File: src/rtl/mem_arbiter_if.sv
// ---------------------------------------------------------------------------
// mem_arbiter_if
//   Bundles every bus signal around the two-master memory arbiter: the
//   instruction-cache request port (ic_*), the data-cache request port (dc_*)
//   and the single downstream memory port (mem_*).
//
//   Modports
//     slave  : the arbiter's view. It takes cache requests and memory
//              responses in, and drives wait/valid/data back to the caches
//              plus the merged request towards memory.
//     master : the environment's view (caches plus memory model). It is the
//              exact mirror of the slave modport.
//
//   Signals (AW = ADDR_WIDTH, DW = DATA_WIDTH, BW = BURSTLEN_WIDTH)
//     ic_addr[AW], ic_burst_len[BW], ic_rd                  cache -> arbiter
//     ic_waitrequest, ic_rd_valid, ic_data_out[DW]          arbiter -> cache
//     dc_addr[AW], dc_burst_len[BW], dc_data_in[DW],
//     dc_rd, dc_wr                                          cache -> arbiter
//     dc_waitrequest, dc_rd_valid, dc_data_out[DW]          arbiter -> cache
//     mem_addr[AW], mem_burst_len[BW], mem_data_in[DW],
//     mem_rd, mem_wr                                        arbiter -> memory
//     mem_waitrequest, mem_rd_valid, mem_data_out[DW]       memory -> arbiter
// ---------------------------------------------------------------------------
interface mem_arbiter_if #(
    parameter int ADDR_WIDTH     = 32,
    parameter int DATA_WIDTH     = 32,
    parameter int BURSTLEN_WIDTH = 2
);

    // Instruction-cache port
    logic [ADDR_WIDTH-1:0]     ic_addr;
    logic [BURSTLEN_WIDTH-1:0] ic_burst_len;
    logic                      ic_rd;
    logic                      ic_waitrequest;
    logic                      ic_rd_valid;
    logic [DATA_WIDTH-1:0]     ic_data_out;

    // Data-cache port
    logic [ADDR_WIDTH-1:0]     dc_addr;
    logic [BURSTLEN_WIDTH-1:0] dc_burst_len;
    logic [DATA_WIDTH-1:0]     dc_data_in;
    logic                      dc_rd;
    logic                      dc_wr;
    logic                      dc_waitrequest;
    logic                      dc_rd_valid;
    logic [DATA_WIDTH-1:0]     dc_data_out;

    // Memory port
    logic [ADDR_WIDTH-1:0]     mem_addr;
    logic [BURSTLEN_WIDTH-1:0] mem_burst_len;
    logic [DATA_WIDTH-1:0]     mem_data_in;
    logic                      mem_rd;
    logic                      mem_wr;
    logic                      mem_waitrequest;
    logic                      mem_rd_valid;
    logic [DATA_WIDTH-1:0]     mem_data_out;

    // Arbiter side
    modport slave (
        input  ic_addr, ic_burst_len, ic_rd,
        output ic_waitrequest, ic_rd_valid, ic_data_out,
        input  dc_addr, dc_burst_len, dc_data_in, dc_rd, dc_wr,
        output dc_waitrequest, dc_rd_valid, dc_data_out,
        output mem_addr, mem_burst_len, mem_data_in, mem_rd, mem_wr,
        input  mem_waitrequest, mem_rd_valid, mem_data_out
    );

    // Caches plus memory side
    modport master (
        output ic_addr, ic_burst_len, ic_rd,
        input  ic_waitrequest, ic_rd_valid, ic_data_out,
        output dc_addr, dc_burst_len, dc_data_in, dc_rd, dc_wr,
        input  dc_waitrequest, dc_rd_valid, dc_data_out,
        input  mem_addr, mem_burst_len, mem_data_in, mem_rd, mem_wr,
        output mem_waitrequest, mem_rd_valid, mem_data_out
    );

endinterface

File: src/rtl/mem_arbiter.sv
// ---------------------------------------------------------------------------
// mem_arbiter
//   Merges instruction-cache and data-cache requests onto the single memory
//   port. Reads are wrap bursts of burst_len+1 beats and writes are single
//   beats. When both caches request in the same cycle the grant alternates
//   (round-robin on the last accepted master). Read beats are forwarded,
//   one cycle after they arrive, to the master that owns the open burst.
//
//   Ports
//     clock    : single clock, all logic on the rising edge
//     reset_n  : synchronous, active-low reset
//     bus      : mem_arbiter_if.slave, carrying the ic_*, dc_* and mem_*
//                request/response signals
// ---------------------------------------------------------------------------
module mem_arbiter #(
    parameter int ADDR_WIDTH     = 32,
    parameter int DATA_WIDTH     = 32,
    parameter int BURSTLEN_WIDTH = 2
) (
    input  logic          clock,
    input  logic          reset_n,
    mem_arbiter_if.slave  bus
);

    typedef enum logic [1:0] {
        IDLE  = 2'd0,
        RD_IC = 2'd1,
        RD_DC = 2'd2
    } state_t;

    typedef enum logic {
        MASTER_IC = 1'b0,
        MASTER_DC = 1'b1
    } master_t;

    state_t                    state;
    master_t                   last_grant;
    logic [BURSTLEN_WIDTH-1:0] beat_cnt;

    logic                      ic_rd_valid_q;
    logic                      dc_rd_valid_q;
    logic [DATA_WIDTH-1:0]     ic_data_q;
    logic [DATA_WIDTH-1:0]     dc_data_q;

    logic req_ic;
    logic req_dc;
    logic grant_ic;
    logic grant_dc;
    logic accept_ic;
    logic accept_dc;

    // Arbitration. Grants only exist in IDLE and outside reset, so the memory
    // strobes stay low while reset_n is held low. On a conflict the master
    // that was not accepted last wins; a stalled grant does not move
    // last_grant, so the same master keeps the grant until memory accepts.
    always_comb begin
        req_ic   = bus.ic_rd;
        req_dc   = bus.dc_rd | bus.dc_wr;
        grant_ic = 1'b0;
        grant_dc = 1'b0;
        if (reset_n && (state == IDLE)) begin
            if (req_ic && req_dc) begin
                grant_ic = (last_grant == MASTER_DC);
                grant_dc = (last_grant == MASTER_IC);
            end else begin
                grant_ic = req_ic;
                grant_dc = req_dc;
            end
        end
        accept_ic = grant_ic & ~bus.mem_waitrequest;
        accept_dc = grant_dc & ~bus.mem_waitrequest;
    end

    // Memory request mux. The granted master's fields go straight through;
    // with no grant everything reads as zero. When the data cache raises
    // rd and wr together the write wins and the read is suppressed.
    always_comb begin
        bus.mem_addr      = '0;
        bus.mem_burst_len = '0;
        bus.mem_data_in   = '0;
        bus.mem_rd        = 1'b0;
        bus.mem_wr        = 1'b0;
        if (grant_ic) begin
            bus.mem_addr      = bus.ic_addr;
            bus.mem_burst_len = bus.ic_burst_len;
            bus.mem_rd        = 1'b1;
        end else if (grant_dc) begin
            bus.mem_addr      = bus.dc_addr;
            bus.mem_burst_len = bus.dc_burst_len;
            bus.mem_data_in   = bus.dc_data_in;
            bus.mem_rd        = bus.dc_rd & ~bus.dc_wr;
            bus.mem_wr        = bus.dc_wr;
        end
    end

    // A requesting master waits in every cycle it is not accepted, which
    // covers losing arbitration, a memory stall and an open burst.
    assign bus.ic_waitrequest = req_ic & ~accept_ic;
    assign bus.dc_waitrequest = req_dc & ~accept_dc;

    assign bus.ic_rd_valid = ic_rd_valid_q;
    assign bus.ic_data_out = ic_data_q;
    assign bus.dc_rd_valid = dc_rd_valid_q;
    assign bus.dc_data_out = dc_data_q;

    // Burst tracking FSM. An accepted read opens a burst owned by its master
    // and loads beat_cnt with burst_len; each returning beat is registered
    // into the owner's data/valid outputs and counts down, and the beat seen
    // with beat_cnt at zero closes the burst. Beats arriving in IDLE belong
    // to nobody and are dropped. Writes never leave IDLE.
    always_ff @(posedge clock) begin
        if (!reset_n) begin
            state         <= IDLE;
            last_grant    <= MASTER_IC;
            beat_cnt      <= '0;
            ic_rd_valid_q <= 1'b0;
            dc_rd_valid_q <= 1'b0;
            ic_data_q     <= '0;
            dc_data_q     <= '0;
        end else begin
            ic_rd_valid_q <= 1'b0;
            dc_rd_valid_q <= 1'b0;
            unique case (state)
                IDLE: begin
                    if (accept_ic) begin
                        last_grant <= MASTER_IC;
                        state      <= RD_IC;
                        beat_cnt   <= bus.ic_burst_len;
                    end else if (accept_dc) begin
                        last_grant <= MASTER_DC;
                        if (!bus.dc_wr) begin
                            state    <= RD_DC;
                            beat_cnt <= bus.dc_burst_len;
                        end
                    end
                end
                RD_IC: begin
                    if (bus.mem_rd_valid) begin
                        ic_data_q     <= bus.mem_data_out;
                        ic_rd_valid_q <= 1'b1;
                        if (beat_cnt == '0) begin
                            state <= IDLE;
                        end else begin
                            beat_cnt <= beat_cnt - BURSTLEN_WIDTH'(1);
                        end
                    end
                end
                RD_DC: begin
                    if (bus.mem_rd_valid) begin
                        dc_data_q     <= bus.mem_data_out;
                        dc_rd_valid_q <= 1'b1;
                        if (beat_cnt == '0) begin
                            state <= IDLE;
                        end else begin
                            beat_cnt <= beat_cnt - BURSTLEN_WIDTH'(1);
                        end
                    end
                end
                default: begin
                    state <= IDLE;
                end
            endcase
        end
    end

    // Structural invariants of the merged port and the return path.
    a_strobe_onehot: assert property (@(posedge clock) disable iff (!reset_n)
        !(bus.mem_rd && bus.mem_wr));
    a_no_strobe_in_burst: assert property (@(posedge clock) disable iff (!reset_n)
        (state != IDLE) |-> !(bus.mem_rd || bus.mem_wr));
    a_valid_onehot: assert property (@(posedge clock) disable iff (!reset_n)
        !(ic_rd_valid_q && dc_rd_valid_q));

endmodule

File: src/flat_wrapper.sv
// flat-port wrapper written by rule: the top's interface ports become plain ports
module mem_arbiter_flat 
#(
    parameter int ADDR_WIDTH     = 32,
    parameter int DATA_WIDTH     = 32,
    parameter int BURSTLEN_WIDTH = 2
)
  (clock, reset_n, bus_ic_addr, bus_ic_burst_len, bus_ic_rd, bus_ic_waitrequest, bus_ic_rd_valid, bus_ic_data_out, bus_dc_addr, bus_dc_burst_len, bus_dc_data_in, bus_dc_rd, bus_dc_wr, bus_dc_waitrequest, bus_dc_rd_valid, bus_dc_data_out, bus_mem_addr, bus_mem_burst_len, bus_mem_data_in, bus_mem_rd, bus_mem_wr, bus_mem_waitrequest, bus_mem_rd_valid, bus_mem_data_out);
  mem_arbiter_if #(.ADDR_WIDTH(ADDR_WIDTH), .DATA_WIDTH(DATA_WIDTH), .BURSTLEN_WIDTH(BURSTLEN_WIDTH)) bus_i ();
  input  logic clock;
  input  logic reset_n;
  input wire logic [$bits(bus_i.ic_addr)-1:0] bus_ic_addr;
  input wire logic [$bits(bus_i.ic_burst_len)-1:0] bus_ic_burst_len;
  input wire logic [$bits(bus_i.ic_rd)-1:0] bus_ic_rd;
  output wire logic [$bits(bus_i.ic_waitrequest)-1:0] bus_ic_waitrequest;
  output wire logic [$bits(bus_i.ic_rd_valid)-1:0] bus_ic_rd_valid;
  output wire logic [$bits(bus_i.ic_data_out)-1:0] bus_ic_data_out;
  input wire logic [$bits(bus_i.dc_addr)-1:0] bus_dc_addr;
  input wire logic [$bits(bus_i.dc_burst_len)-1:0] bus_dc_burst_len;
  input wire logic [$bits(bus_i.dc_data_in)-1:0] bus_dc_data_in;
  input wire logic [$bits(bus_i.dc_rd)-1:0] bus_dc_rd;
  input wire logic [$bits(bus_i.dc_wr)-1:0] bus_dc_wr;
  output wire logic [$bits(bus_i.dc_waitrequest)-1:0] bus_dc_waitrequest;
  output wire logic [$bits(bus_i.dc_rd_valid)-1:0] bus_dc_rd_valid;
  output wire logic [$bits(bus_i.dc_data_out)-1:0] bus_dc_data_out;
  output wire logic [$bits(bus_i.mem_addr)-1:0] bus_mem_addr;
  output wire logic [$bits(bus_i.mem_burst_len)-1:0] bus_mem_burst_len;
  output wire logic [$bits(bus_i.mem_data_in)-1:0] bus_mem_data_in;
  output wire logic [$bits(bus_i.mem_rd)-1:0] bus_mem_rd;
  output wire logic [$bits(bus_i.mem_wr)-1:0] bus_mem_wr;
  input wire logic [$bits(bus_i.mem_waitrequest)-1:0] bus_mem_waitrequest;
  input wire logic [$bits(bus_i.mem_rd_valid)-1:0] bus_mem_rd_valid;
  input wire logic [$bits(bus_i.mem_data_out)-1:0] bus_mem_data_out;
  assign bus_i.ic_addr = bus_ic_addr;
  assign bus_i.ic_burst_len = bus_ic_burst_len;
  assign bus_i.ic_rd = bus_ic_rd;
  assign bus_ic_waitrequest = bus_i.ic_waitrequest;
  assign bus_ic_rd_valid = bus_i.ic_rd_valid;
  assign bus_ic_data_out = bus_i.ic_data_out;
  assign bus_i.dc_addr = bus_dc_addr;
  assign bus_i.dc_burst_len = bus_dc_burst_len;
  assign bus_i.dc_data_in = bus_dc_data_in;
  assign bus_i.dc_rd = bus_dc_rd;
  assign bus_i.dc_wr = bus_dc_wr;
  assign bus_dc_waitrequest = bus_i.dc_waitrequest;
  assign bus_dc_rd_valid = bus_i.dc_rd_valid;
  assign bus_dc_data_out = bus_i.dc_data_out;
  assign bus_mem_addr = bus_i.mem_addr;
  assign bus_mem_burst_len = bus_i.mem_burst_len;
  assign bus_mem_data_in = bus_i.mem_data_in;
  assign bus_mem_rd = bus_i.mem_rd;
  assign bus_mem_wr = bus_i.mem_wr;
  assign bus_i.mem_waitrequest = bus_mem_waitrequest;
  assign bus_i.mem_rd_valid = bus_mem_rd_valid;
  assign bus_i.mem_data_out = bus_mem_data_out;
  mem_arbiter #(.ADDR_WIDTH(ADDR_WIDTH), .DATA_WIDTH(DATA_WIDTH), .BURSTLEN_WIDTH(BURSTLEN_WIDTH)) u_core (.clock(clock), .reset_n(reset_n), .bus(bus_i));
endmodule
File: config.mk
export PLATFORM = sky130hd
export DESIGN_NAME = mem_arbiter_flat
export DESIGN_NICKNAME = d
export VERILOG_FILES = /design/src/rtl/mem_arbiter_if.sv /design/src/rtl/mem_arbiter.sv /design/src/flat_wrapper.sv
export SDC_FILE = /design/constraint.sdc
export NUM_CORES = 1
export LEC_CHECK = 0
export ABC_AREA = 1
export ABC_CLOCK_PERIOD_IN_PS = 2850
export CORE_MARGIN = 5
export CORE_UTILIZATION = 35
export DETAILED_ROUTE_END_ITERATION = 7
export GPL_TIMING_DRIVEN = 0
export PLACE_DENSITY = 0.87
export SYNTH_ARGS = -nofsm -noshare
export SYNTH_HDL_FRONTEND = slang
export SYNTH_SLANG_ARGS = --single-unit
File: constraint.sdc
create_clock -name clock -period 2.85 [get_ports clock]
set_input_delay 0.57 -clock clock [delete_from_list [all_inputs] [get_ports clock]]
set_output_delay 0.57 -clock clock [all_outputs]
set_load 0.05 [all_outputs]
== After elaboration in Yosys (flattened, before gate mapping) ==
Cells that the tools add are included.

* Register bits: 71
* Logic and storage cells: 69

* Add/sub/neg operators: 1
* Eq/ne operators: 7
* Mux-type cells: 29
* Bitwise operators: 11
* Reduce and logical (&&, ||, !) cells: 14

{| class="wikitable"
|+ Operators with widths
! cell !! number
|-
| $mux 32 || 4
|-
| $mux 2 || 12
|-
| $mux 1 || 11
|-
| $reduce_and 2->1 || 5
|-
| $pmux 2 s2 || 2
|-
| $and 1x1->1 || 5
|-
| $not 1->1 || 5
|-
| $reduce_and 5->1 || 1
|-
| $logic_not 2->1 || 2
|-
| $ne 2x1->1 const B || 2
|-
| $reduce_and 4->1 || 1
|-
| $reduce_bool 2->1 || 2
|-
| $ne 3x1->1 const B || 1
|-
| $ne 3x2->1 const B || 1
|-
| $eq 2x1->1 const B || 1
|-
| $eq 2x2->1 const B || 1
|-
| $logic_and 1x1->1 || 2
|-
| $ne 2x2->1 const B || 1
|-
| $reduce_or 2->1 || 1
|-
| $sub 2x1->2 const B || 1
|-
| $or 1x1->1 || 1
|}

== Depth between registers and ports, before layout ==
* Depth in word-level cells: 8
* Mapped depth: 12

== Least setup slack after synthesis ==
OpenSTA, ideal clock, no wires.

* Path type: reg2out
* Start: register u_core.state[0]
* End: output port bus_mem_data_in[10]
* Data arrival time: 1.872 ns
* Setup slack: 0.408 ns
* Cell stages (with the launch flop): 8
* Buffers on the path: 1
* Cells stage by stage: dfxtp_1 -> inv_1 -> ha_1 -> nand2_2 -> nor2_2 -> nand2_2 -> buf_2 -> nor2_1

* Longest elaborated chain between the ends: 5

{| class="wikitable"
|+ Ends and longest elaborated chain
! item !! RTL line !! RTL
|-
| from (decl) || mem_arbiter.sv:36 || <nowiki>state_t state;</nowiki>
|-
| from (signal assigned) || mem_arbiter.sv:113 || <nowiki>state <= IDLE;</nowiki>
|-
| from (signal assigned) || mem_arbiter.sv:127 || <nowiki>state <= RD_IC;</nowiki>
|-
| from (signal assigned) || mem_arbiter.sv:132 || <nowiki>state <= RD_DC;</nowiki>
|-
| $logic_not 2->1 * || mem_arbiter.sv:61 || <nowiki>if (reset_n && (state == IDLE)) begin</nowiki>
|-
| $logic_and 1x1->1 * || mem_arbiter.sv:61 ||
|-
| $mux 1 || mem_arbiter.sv:61 ||
|-
| $mux 32 || mem_arbiter.sv:87 || <nowiki>end else if (grant_dc) begin</nowiki>
|-
| $mux 32 * || mem_arbiter.sv:83 || <nowiki>if (grant_ic) begin</nowiki>
|-
| to (decl) || flat_wrapper.sv:28 || <nowiki>output wire logic [$bits(bus_i.mem_data_in)-1:0] bus_mem_data_in;</nowiki>
|}

Mark *: on every way between the ends. The rest lies on a longest branch, timed or not.

== Final worst setup path ==
* Start: input port bus_ic_rd
* End: output port bus_mem_addr[15]

* Longest elaborated chain between the ends: 5

{| class="wikitable"
|+ Ends and longest elaborated chain
! item !! RTL line !! RTL
|-
| from (decl) || flat_wrapper.sv:14 || <nowiki>input wire logic [$bits(bus_i.ic_rd)-1:0] bus_ic_rd;</nowiki>
|-
| $logic_and 1x1->1 || mem_arbiter.sv:62 || <nowiki>if (req_ic && req_dc) begin</nowiki>
|-
| $mux 1 || mem_arbiter.sv:62 ||
|-
| $mux 1 || mem_arbiter.sv:61 ||
|-
| $mux 32 || mem_arbiter.sv:87 ||
|-
| $mux 32 * || mem_arbiter.sv:83 ||
|-
| to (decl) || flat_wrapper.sv:26 || <nowiki>output wire logic [$bits(bus_i.mem_addr)-1:0] bus_mem_addr;</nowiki>
|}

Marks and branches as above.

==> results <==
- The number of global-route vias before repair is 4569.
- For this run, the post-layout net count is slightly below 1000.
- The number of standard-cell rows in the floorplan is 36.
- The peak supply drop is 0.000495 V.
- Entering global routing, the biggest net connects 13 pins.
- The tightest slew margin relative to the limit is around 61%.
- The kind of end point of the critical path is an output port.
- For this run, the top clock speed supported by timing is between 300 and 400 MHz.
- In this run the power density over the cells is 664 nW/um^2.
- CTS saw 71 sinks.
- Between clock sinks in the finished design, the worst skew comes to 0.0100 ns.
- TritonCTS created 9 clock buffers.
- The leakage power is 2.87 nW.
- STA puts the critical path data arrival time at 2.23 ns.
- Internal power comes to 2.38 mW.
- In this run the tool buffered the top-level ports with 274 buffer cells.
- The clock network fraction of design power is 21.4%.
- The initial antenna violation count came to 0.
- The sum of net half-perimeters after detailed placement is 12.7 mm.
- The register bit count reported by yosys is 71.
- The global-route track usage on met2 is 44.6%.
- The overall die height is 109 um.
- Of the synthesized area, sequential elements account for roughly 41%.
- Final hold analysis gives a worst-case slack of 0.484 ns.
- Counting every net in the synthesized netlist gives just under 700.
- The clock transition time at the flip-flop clock pins of the worst setup and hold paths is 0.07 ns.
- The required time at the endpoint of the critical path is 2.28 ns.
- Counting the fill cells in the layout gives 839.
- The main flop type after synthesis is sky130_fd_sc_hd__dfxtp_1.
- At the pin with the least slew margin, the transition time is roughly 0.58 ns.
- The initial standard-cell utilization of the core is 35.6%.
- The later pin in the worst-skew pair is clocked with a latency of 0.34 ns.
- The fraction of registers with async set/reset is 0%.
- The busiest metal layer after global routing is met2.
- Measured on the finished design, the core utilization comes to 66.9%.
- The antenna violation net count after detailed routing is 0.
- The total DRC errors in the routed layout is 0.
- The worst setup path is of the input port to output port kind.
- For this run, global-route usage on met3 was measured as 11.7%.
- The die covers 12000 um^2.
- The final critical path takes up a little over nine tenths of the cycle.
- The combinational share of power is slightly above 50%.
- The detailed-router iteration count before antenna repair is 5.
- The total standard cell area after synthesis is roughly 3500 um^2.
- In this run, the number of DRC markers left after iteration 0 of detailed routing was about 340.
- The fraction of power spent switching nets is 44.9%.
- TritonCTS built the clock tree.
- The aggregate global routing overflow is 0.
- The area growth from synthesis to layout is 88.0%.
- The number of enable flip-flop cells after synthesis is 0.
- The first global-routing pass estimated 22.9 mm of wire.
- Counting instances, the worst hold path has a depth of 2.
- The routed wire length per instance is 16.6 um.
- Counting every instance in the synthesized netlist gives 537.
- The post-route minimum period is about 2.8 ns.
- For this block, the via count after detailed routing is 4674.
- For met1 alone, demand over resource in global routing was 24.4%.
- The startpoint type of the worst setup path is an input port.
- The chip width is 109 um.
- The number of ports placed on the die boundary is 275.
- The post-route netlist has 13.1% of its cells at a drive strength greater than 1.
- The clock tree synthesis step divided the H-tree into 3 levels.
- The synthesized area per cell is 6.44 um^2.
- The length in cells of the worst reg-to-reg path is 7.
- The number of slew-limit violations in the final report is 0.
- The run finished with clean final reports.
- The highest fanout seen on the critical path is 10.
- The hold violation total from the final report is 0.
- The final RePlAce weighted congestion is 0.929.
- The overall fraction of global-route tracks in use is 24.7%.
- For this run, the number of Yosys warnings is 0.
- The area of the core is 9730 um^2.
- The number of different library cells in the post-synthesis netlist is 19.
- The cts-stage hold buffer count is 0.
- Setup violations remaining at the end of the flow were counted as 0.
- The clock passes through at most 2 buffers.
- In this run the worst hold path is classified as flip-flop to flip-flop.
- The relative contribution of sequential cells to total power is 27.4%.
- After detailed routing, the number of vias per cell comes to 4.86.
- For this design the total switching power over the nets is 1.94 mW.
- Summed over all layers, the routed wires come to 16.0 mm.
- The worst-case register-to-register setup slack is 1.13 ns.
- The number of max-cap violations is 0.
- The clock root buffer is sky130_fd_sc_hd__clkbuf_8.
- The repair_antennas step left the layout with diodes totalling 0.
## flip-flops by register name (all words and copies together), names as in the netlist
name	count
u_core.bus.dc_rd_valid	1
u_core.bus.ic_data_out	32
u_core.last_grant	1
u_core.state	2
u_core.bus.dc_data_out	32
u_core.bus.ic_rd_valid	1
u_core.beat_cnt	2
## what timing repair did
| item | CTS | global route |
|---|---|---|
| setup buffers | 0 | 2 |
| pin swaps | 0 | 1 |
| cloned | 0 | 0 |
| resized for setup | 273 | 54 |
| setup endpoints to repair | 70 | 67 |
## cell families (layout without fill, tap and decap cells)
group | after synthesis | in the layout | synth area share (%)
buffers and inverters | 85 | 377 | 9.44
adder cells (fa/ha/maj) | 5 | 5 | 1.81
AND/OR/NAND/NOR | 303 | 303 | 36.6
AO/OA/AOI/OAI | 73 | 73 | 11.1
flip-flops | 71 | 71 | 41.1
## routing by layer
layer,part of all wire [%],wire length (um)
met5,0,0
met1,35,5610
met3,12,1940
met4,3.6,583
met2,49,7860
## power groups by stage
stage               Sequential (mW)  Clock, mW  Combinational [mW]
global route                   1.20      0.975                2.35
finish                         1.18      0.923                2.21
floorplan                      1.56          0                1.06
detailed placement             1.20          0                2.27
global placement               1.20          0                2.23
CTS                            1.18      0.932                2.20
## synthesized netlist by cell type (3+ instances only)
cell                       number  area, um^2
sky130_fd_sc_hd__nor2_1       173         649
sky130_fd_sc_hd__dfxtp_1       71        1420
sky130_fd_sc_hd__nand3_1       68         340
sky130_fd_sc_hd__o21ai_0       64         320
sky130_fd_sc_hd__inv_1         51         191
sky130_fd_sc_hd__nand2_1       50         188
sky130_fd_sc_hd__clkbuf_1      24        90.1
sky130_fd_sc_hd__buf_2          6        30.0
sky130_fd_sc_hd__nand2_2        6        37.5
sky130_fd_sc_hd__a21oi_1        5        25.0
sky130_fd_sc_hd__ha_1           5        62.6
sky130_fd_sc_hd__buf_1          4        15.0
sky130_fd_sc_hd__nand4_1        3        18.8
## cell type report
type / count / area, um^2 / area share, %
timing repair buffer: 276 / 2620 / 40.3
multi-input combinational: 381 / 1720 / 26.4
sequential: 71 / 1420 / 21.8
inverter: 51 / 191 / 2.94
tap: 133 / 166 / 2.56
clock buffer: 12 / 155 / 2.38
buffer: 34 / 151 / 2.33
clock inverter: 4 / 76.3 / 1.17
## through the flow
stage / instances / area (um^2) / total power [mW] / TNS (ns) / setup WS [ns]
2_1_floorplan: 537 / 3460 / 2.62 / 0 / 0.408
3_3_place_gp: 944 / 6370 / 3.43 / -48.79 / -0.808
3_5_place_dp: 944 / 6370 / 3.47 / -50.18 / -0.806
4_1_cts: 960 / 6500 / 4.32 / 0 / 0.00166
5_1_grt: 962 / 6510 / 4.52 / -0.0607 / -0.0131
6_report: 962 / 6510 / 4.32 / 0 / 0.0509
## worst max-delay path, stage by stage
cell	delay, ns
sky130_fd_sc_hd__clkdlybuf4s50_1	0.53
sky130_fd_sc_hd__inv_1	0.12
sky130_fd_sc_hd__nor2_8	0.20
sky130_fd_sc_hd__buf_2	0.25
sky130_fd_sc_hd__nand3_1	0.10
sky130_fd_sc_hd__nand2_1	0.07
sky130_fd_sc_hd__clkdlybuf4s15_2	0.39
## cells in the final DEF, fill, tap and decap left out, types with 4 or more instances in the layout
cell type	netlist	layout
sky130_fd_sc_hd__a21oi_1	5	5
sky130_fd_sc_hd__buf_2	6	31
sky130_fd_sc_hd__buf_4	0	4
sky130_fd_sc_hd__clkbuf_1	24	19
sky130_fd_sc_hd__clkbuf_4	0	19
sky130_fd_sc_hd__clkbuf_8	0	11
sky130_fd_sc_hd__clkdlybuf4s15_2	0	20
sky130_fd_sc_hd__clkdlybuf4s18_2	0	6
sky130_fd_sc_hd__clkdlybuf4s50_1	0	203
sky130_fd_sc_hd__dfxtp_1	71	71
sky130_fd_sc_hd__dlygate4sd2_1	0	5
sky130_fd_sc_hd__ha_1	5	5
sky130_fd_sc_hd__inv_1	51	51
sky130_fd_sc_hd__nand2_1	50	50
sky130_fd_sc_hd__nand2_2	6	6
sky130_fd_sc_hd__nand3_1	68	68
sky130_fd_sc_hd__nor2_1	173	172
sky130_fd_sc_hd__o21ai_0	64	64
## final timing paths
check	startpoint	end
min	u_core.bus.ic_data_out[16]$_SDFFE_PN0P_	u_core.bus.ic_data_out[16]$_SDFFE_PN0P_
min reg2reg	u_core.bus.ic_data_out[16]$_SDFFE_PN0P_	u_core.bus.ic_data_out[16]$_SDFFE_PN0P_
max	bus_ic_rd	bus_mem_addr[15]
max reg2reg	u_core.state[1]$_SDFFE_PN0P_	u_core.bus.ic_data_out[31]$_SDFFE_PN0P_
No activity file was read; power rests on OpenSTA's default activity.
